**config.mk**
```make
export PLATFORM = sky130hd
export DESIGN_NAME = pc_sequencer
export DESIGN_NICKNAME = d
export VERILOG_FILES = /design/src/rtl/pc_sequencer.sv
export SDC_FILE = /design/constraint.sdc
export NUM_CORES = 1
export LEC_CHECK = 0
export CORE_MARGIN = 10
export CORE_UTILIZATION = 48
export DETAILED_ROUTE_END_ITERATION = 8
export GPL_TIMING_DRIVEN = 0
export PLACE_DENSITY = 0.86
export SLEW_MARGIN = 20
export SYNTH_ARGS = -nofsm -noshare
export SYNTH_HDL_FRONTEND = slang
export SYNTH_SLANG_ARGS = --single-unit
```
**constraint.sdc**
```tcl
create_clock -name CLK -period 4.4 [get_ports CLK]
set_clock_uncertainty 0.15 [all_clocks]
set_input_delay 0.88 -clock CLK [delete_from_list [all_inputs] [get_ports CLK]]
set_output_delay 0.88 -clock CLK [all_outputs]
set_load 0.03 [all_outputs]
```
**src/rtl/pc_sequencer.sv**
```systemverilog
// Program-counter sequencer: RUN/HALTED FSM selecting JR, J/JAL, branch or sequential next PC.
// Optional misaligned-target trap enabled by defining PC_TRAP_EN (adds trap and epc ports).
module pc_sequencer #(
  parameter int                ADDR_W       = 32,
  parameter logic [ADDR_W-1:0] RESET_VECTOR = '0,
  parameter logic [ADDR_W-1:0] TRAP_VECTOR  = 'h80
) (
  input  logic              CLK,
  input  logic              RST,
  input  logic              pc_en,
  input  logic              halt,
  input  logic [1:0]        pc_src,
  input  logic              br_taken,
  input  logic [ADDR_W-1:0] rdat1,
  input  logic [15:0]       imm16,
  input  logic [25:0]       imm26,
  output logic [ADDR_W-1:0] imemaddr,
  output logic [ADDR_W-1:0] pc_plus_4,
  output logic              redirect,
  output logic              halted,
  output logic [31:0]       instr_count
`ifdef PC_TRAP_EN
  ,
  output logic              trap,
  output logic [ADDR_W-1:0] epc
`endif
);

  typedef enum logic {
    RUN    = 1'b0,
    HALTED = 1'b1
  } state_t;

  localparam logic [31:0] COUNT_MAX = 32'hFFFF_FFFF;

  // Elaboration-time parameter sanity: jump splicing needs at least 28 PC bits,
  // and a misaligned trap vector would make every trap re-trap.
  if (ADDR_W < 28) begin : g_bad_addr_w
    $error("pc_sequencer: ADDR_W must be 28 or more");
  end
  if (TRAP_VECTOR[1:0] != 2'b00) begin : g_bad_trap_vector
    $error("pc_sequencer: TRAP_VECTOR must be word aligned");
  end

  state_t            state_reg, state_next;
  logic [ADDR_W-1:0] pc_reg, pc_next;
  logic [31:0]       count_reg, count_next;
  logic              redirect_reg, redirect_next;
  logic [ADDR_W-1:0] pc_seq;
  logic [ADDR_W-1:0] br_offset;
  logic [ADDR_W-1:0] pc_target;
  logic              target_nonseq;

`ifdef PC_TRAP_EN
  logic              trap_reg, trap_next;
  logic [ADDR_W-1:0] epc_reg, epc_next;
`endif

  assign pc_seq    = pc_reg + ADDR_W'(4);
  assign br_offset = {{(ADDR_W-18){imm16[15]}}, imm16, 2'b00};

  always_comb begin
    pc_target     = pc_seq;
    target_nonseq = 1'b0;
    case (pc_src)
      2'd0: begin
        pc_target     = rdat1;
        target_nonseq = 1'b1;
      end
      2'd1: begin
        pc_target     = {pc_seq[ADDR_W-1:28], imm26, 2'b00};
        target_nonseq = 1'b1;
      end
      2'd2: begin
        if (br_taken) begin
          pc_target     = pc_seq + br_offset;
          target_nonseq = 1'b1;
        end
      end
      default: begin
        pc_target     = pc_seq;
        target_nonseq = 1'b0;
      end
    endcase
  end

  // Halt beats any update in the same cycle; HALTED is only left through reset.
  always_comb begin
    state_next    = state_reg;
    pc_next       = pc_reg;
    count_next    = count_reg;
    redirect_next = 1'b0;
`ifdef PC_TRAP_EN
    trap_next     = 1'b0;
    epc_next      = epc_reg;
`endif
    case (state_reg)
      RUN: begin
        if (halt) begin
          state_next = HALTED;
        end else if (pc_en) begin
          pc_next       = pc_target;
          redirect_next = target_nonseq;
          count_next    = (count_reg == COUNT_MAX) ? count_reg : count_reg + 32'd1;
`ifdef PC_TRAP_EN
          if (pc_target[1:0] != 2'b00) begin
            pc_next       = TRAP_VECTOR;
            epc_next      = pc_reg;
            trap_next     = 1'b1;
            redirect_next = 1'b1;
          end
`endif
        end
      end
      HALTED: begin
        state_next = HALTED;
      end
      default: begin
        state_next = RUN;
      end
    endcase
  end

  always_ff @(posedge CLK or posedge RST) begin
    if (RST) begin
      state_reg    <= RUN;
      pc_reg       <= RESET_VECTOR;
      count_reg    <= '0;
      redirect_reg <= 1'b0;
    end else begin
      state_reg    <= state_next;
      pc_reg       <= pc_next;
      count_reg    <= count_next;
      redirect_reg <= redirect_next;
    end
  end

`ifdef PC_TRAP_EN
  always_ff @(posedge CLK or posedge RST) begin
    if (RST) begin
      trap_reg <= 1'b0;
      epc_reg  <= '0;
    end else begin
      trap_reg <= trap_next;
      epc_reg  <= epc_next;
    end
  end

  assign trap = trap_reg;
  assign epc  = epc_reg;
`endif

  assign imemaddr    = pc_reg;
  assign pc_plus_4   = pc_seq;
  assign redirect    = redirect_reg;
  assign halted      = (state_reg == HALTED);
  assign instr_count = count_reg;

endmodule

```
# After elaboration in Yosys (flattened, before gate mapping)
# Cells that the tools add are included.
# classes
add_sub_neg	3
n_eq_ne	3
mux	9
bitwise	3
n_reduce_logical	4
# ops
op	n
$pmux W32 S3	1
$add A32 B1 Y32 const B	1
$add A32 B3 Y32 const B	1
$add A32 B32 Y32	1
$eq A32 B32 Y1 const B	1
$mux W32	1
$mux W1	5
$pmux W1 S2	2
$reduce_and A4 Y1	1
$not A1 Y1	3
$reduce_and A3 Y1	1
$eq A2 B1 Y1 const B	1
$eq A2 B2 Y1 const B	1
$logic_not A2 Y1	1
$reduce_or A2 Y1	1
# word_totals
regBits	66
output_inout_bits	98
elab_cells	26

# Longest topological paths before layout
# Gate-level depths: netlist (run 1).
# depth
ltp_word	6
depth_mapped	16
mapped_depth_nobuf	14

# Least setup slack after synthesis (run 1)
# OpenSTA, ideal clock, no wires.
# synth_path
kind	register to register
start	register pc_reg[4] (netlist: imemaddr[4])
end	register pc_reg[25] (netlist: imemaddr[25])
setup_ns	0.065
arrival_time_ns	4.228
required_time_ns	4.185
path_slack_ns	-0.044
stages_incl_launch_ff	15
n_path_buf	0
period_less_slack_ns	4.444
cell_sequence	dfrtp_1 -> nand3_1 -> or3_1 -> nor2_1 -> nand3_1 -> xnor2_1 -> ha_1 -> and4_1 -> and3_1 -> a32o_1 -> nor2_4 -> a21oi_2 -> or4_1 -> nand3_1 -> o221a_2
# synth_via
elab_chain_len	4
# synth_rtl
element	line_no	rtl
start, declared	46	logic [ADDR_W-1:0] pc_reg, pc_next;
start signal, assigned	132	pc_reg <= pc_next;
$add A32 B3 Y32	59	assign pc_seq = pc_reg + ADDR_W'(4);
net pc_plus_4[17]	18	output logic [ADDR_W-1:0] pc_plus_4,
$add A32 B32 Y32	76	pc_target = pc_seq + br_offset;
$mux W32	75	if (br_taken) begin
$pmux W32 S3	65	case (pc_src)
# The timed path passes the listed nets, and every way through them passes these cells.
# A chain may end at the register's enable or synchronous reset.

# Final worst setup path (run 1)
# layout_path
start	register pc_reg[4] (netlist: imemaddr[4])
end	register pc_reg[25] (netlist: imemaddr[25])
# layout_via
elab_chain_len	4
# layout_rtl
element	line_no
$add A32 B3 Y32 *	59
$add A32 B32 Y32	76
$mux W32	75
$pmux W32 S3 *	65
# Mark *: on every way between the ends. The rest lies on a longest branch, timed or not.

==> impl_metrics.toml, run 1 <==
[die]
dieArea_sq_um = 17100
die_h_um = 131
fp-row-count = 40
io_pins = 179
start_util = 0.491
die_x_um = 131
fp.coreArea_sq_um = 12000

[outcome]
outcome = "finished clean"

[setup_path]
crit_fanout = 9
critPathRequiredTime_ps = 4540
start_kind = "register"
end_kind = "register"
critPathKind = "register to register"
crit_arrival_ps = 4390

[logic_synthesis]
synth_edf_count = 0
ys_ff_latch = 66
postSynthCellCount = 710
synth_top_cell_area_share = 0.280
synth_area_leaders = "dfrtp_1 28%, ha_1 7.9%, xnor2_1 7.7%, nand2_1 5.0%, a21oi_1 4.8%"
synth_cell_type_count = 76
ys_warn_count = 0
yosys.area.top_type = "dfrtp_1"
yosysMostFrequentCell = "nand2_1"
avgSynthCellArea_sq_um = 8.30
ys.flop_type = "dfrtp_1"
syn_area_sq_um = 5900
ys_async_sr_fraction = 1.00
synth_commonest_cells = "79 x nand2_1, 66 x dfrtp_1, 57 x a21oi_1, 53 x nor2_1, 52 x xnor2_1"
syn-num-nets = 829
seq_area_frac_synth = 0.280

[timing]
max_slew_margin = 0.432
worst_pin_slew_ps = 852
final-hold-violation-count = 0
setup_viol = 0
layout_min_cycle_time_ps = 4250
tns_ps = 0
fmax_mhz = 235
slew_viol_final = 0
setup_ws_ps = 153
holdWs_ps = 341
final.period_utilization = 0.965

[placement]
port_buffers = 176
hpwl_mm = 17.3
dp_slack_ps = -221
place_area_sq_um = 7890
gp_congestion = 0.978

[pwr]
power.density_nw_per_um2 = 295
vdd_ir_drop_max_uv = 215
total_leakage_power_nw = 3.44

[clock_tree]
numCtsBuffers = 9
clk_pin_slew_worst_paths_ps = 60
cts_tree = "built"
clk_latency_ps = 350
postCtsHoldBufs = 0
clock-sinks = 66
htreeDepth = 3
cts_buffer_depth = 2
cts_root_buf = "clkbuf_16"

[detailed_routing]
wl_per_cell_um = 21.2
vias_per_cell = 6.26
routed_wl_mm = 22.3
drc = 0
antenna_left = 0
firstDrtPassIters = 6
drt_iter0_markers = 714
vias = 6578

[cells_and_area]
drive_gt1_frac = 0.0730
syn2layout_area_growth_pct = 40.8
final_area_sq_um = 8300
antenna_cells = 0
post-route-util = 0.691
fin_nets = 1019

[global_route]
grt_max_degree = 46
gr-total-overflow = 0
grt_pass1_wl_mm = 34.0
antenna_found_initial = 0
grt_pass1_vias = 6244
track_usage = 0.252

[run]
cap_violations = 0

[hold_path]
holdCritPathClass = "register to register"
-- area by class of cell --
| type | instances | area (sq um) |
|---|---|---|
| plain buffers | 32 | 151 |
| clock buffers | 11 | 243 |
| clock inverters | 4 | 76.3 |
| fillers | 924 | 3710 |
| inverters | 15 | 58.8 |
| multi-input cells | 597 | 4130 |
| flip-flops and latches | 66 | 1650 |
| well taps | 147 | 184 |
| repair buffers | 179 | 1800 |
-- worst paths after layout --
| kind | to | slack, ps | from | depth (start not counted) |
|---|---|---|---|---|
| max | imemaddr[25] | 150 | imemaddr[4] | 15 |
| min | instr_count[15] | 340 | instr_count[15] | 1 |
| max reg2reg | imemaddr[25] | 150 | imemaddr[4] | 15 |
| min reg2reg | instr_count[15] | 340 | instr_count[15] | 1 |
| max in group asynchronous | imemaddr[14] | 2870 | RST | 3 |
| min in group asynchronous | instr_count[9] | 710 | RST | 2 |
-- placed cells by master, fill, tap and decap left out, types with 9 or more instances in the layout --
master | netlist | layout
a21o_1 | 13 | 13
a21oi_1 | 57 | 57
and3_1 | 9 | 9
clkbuf_1 | 23 | 24
clkbuf_16 | 0 | 9
clkdlybuf4s50_1 | 0 | 176
dfrtp_1 | 66 | 65
ha_1 | 37 | 37
inv_1 | 15 | 14
mux2i_1 | 15 | 15
nand2_1 | 79 | 79
nand3_1 | 27 | 27
nand4_1 | 25 | 25
nor2_1 | 53 | 51
nor2b_1 | 11 | 11
nor3_1 | 12 | 12
o21ai_0 | 45 | 45
xnor2_1 | 52 | 47
xor2_1 | 28 | 27
-- layer usage --
metal,track usage,wire length (um),vias up
li1,-,-,2996
met1,0.308,8520,3133
met2,0.407,10500,396
met3,0.0802,2510,53
met4,0.0942,738,0
met5,0,0,-
-- worst max-delay path, stage by stage (launching register included) --
cell	delay, ps
dfrtp_1	460
nand3_1	240
nor3_2	480
nand4_1	200
xnor2_1	460
ha_1	340
buf_6	140
and3_4	160
buf_6	120
and3_1	170
a32o_1	260
nor2_4	150
a21oi_2	80
or4_1	510
nand3_1	120
o221a_2	170
-- report_power, final --
part	internal (mW)	switching [mW]	leakage, nW	total [mW]
logic	0.409	0.564	2.42	0.974
registers	0.640	0.0554	0.868	0.696
clock network	0.509	0.270	0.152	0.779
total	1.56	0.890	3.44	2.45
-- kinds of logic after synthesis --
| group | count (synthesis) | synth area share |
|---|---|---|
| DFF | 66 | 0.280 |
| muxes | 23 | 0.0407 |
| AOI/OAI and AO/OA | 187 | 0.200 |
| adders and majority gates | 38 | 0.0819 |
| buffers and inverters | 47 | 0.0352 |
| and+or+nand+nor | 269 | 0.243 |
| xor gates and xnor gates | 80 | 0.119 |
-- metrics by stage --
stage / cells / power, mW
3_5_place_dp: 1034 / 1.64
6_report: 1051 / 2.45
5_1_grt: 1051 / 2.55
4_1_cts: 1049 / 2.42
3_3_place_gp: 1033 / 1.63
2_1_floorplan: 710 / 1.28
-- what timing repair did --
| item | 4_1_cts | 5_1_grt |
|---|---|---|
| setup buffers | 0 | 2 |
| pin swaps | 0 | 5 |
| endpoints found under the hold margin | 0 | 0 |
| gates resized for setup | 3 | 13 |
| endpoints found under the setup margin | 3 | 11 |
Note: power is estimated with default switching activity, not from simulation.
==> inputs of run 2 (changes only) <==
Settings changed: HOLD_SLACK_MARGIN set to 0.02.
==> results of run 2 <==
Final layout, timing and power as in run 1 (identical DEF).
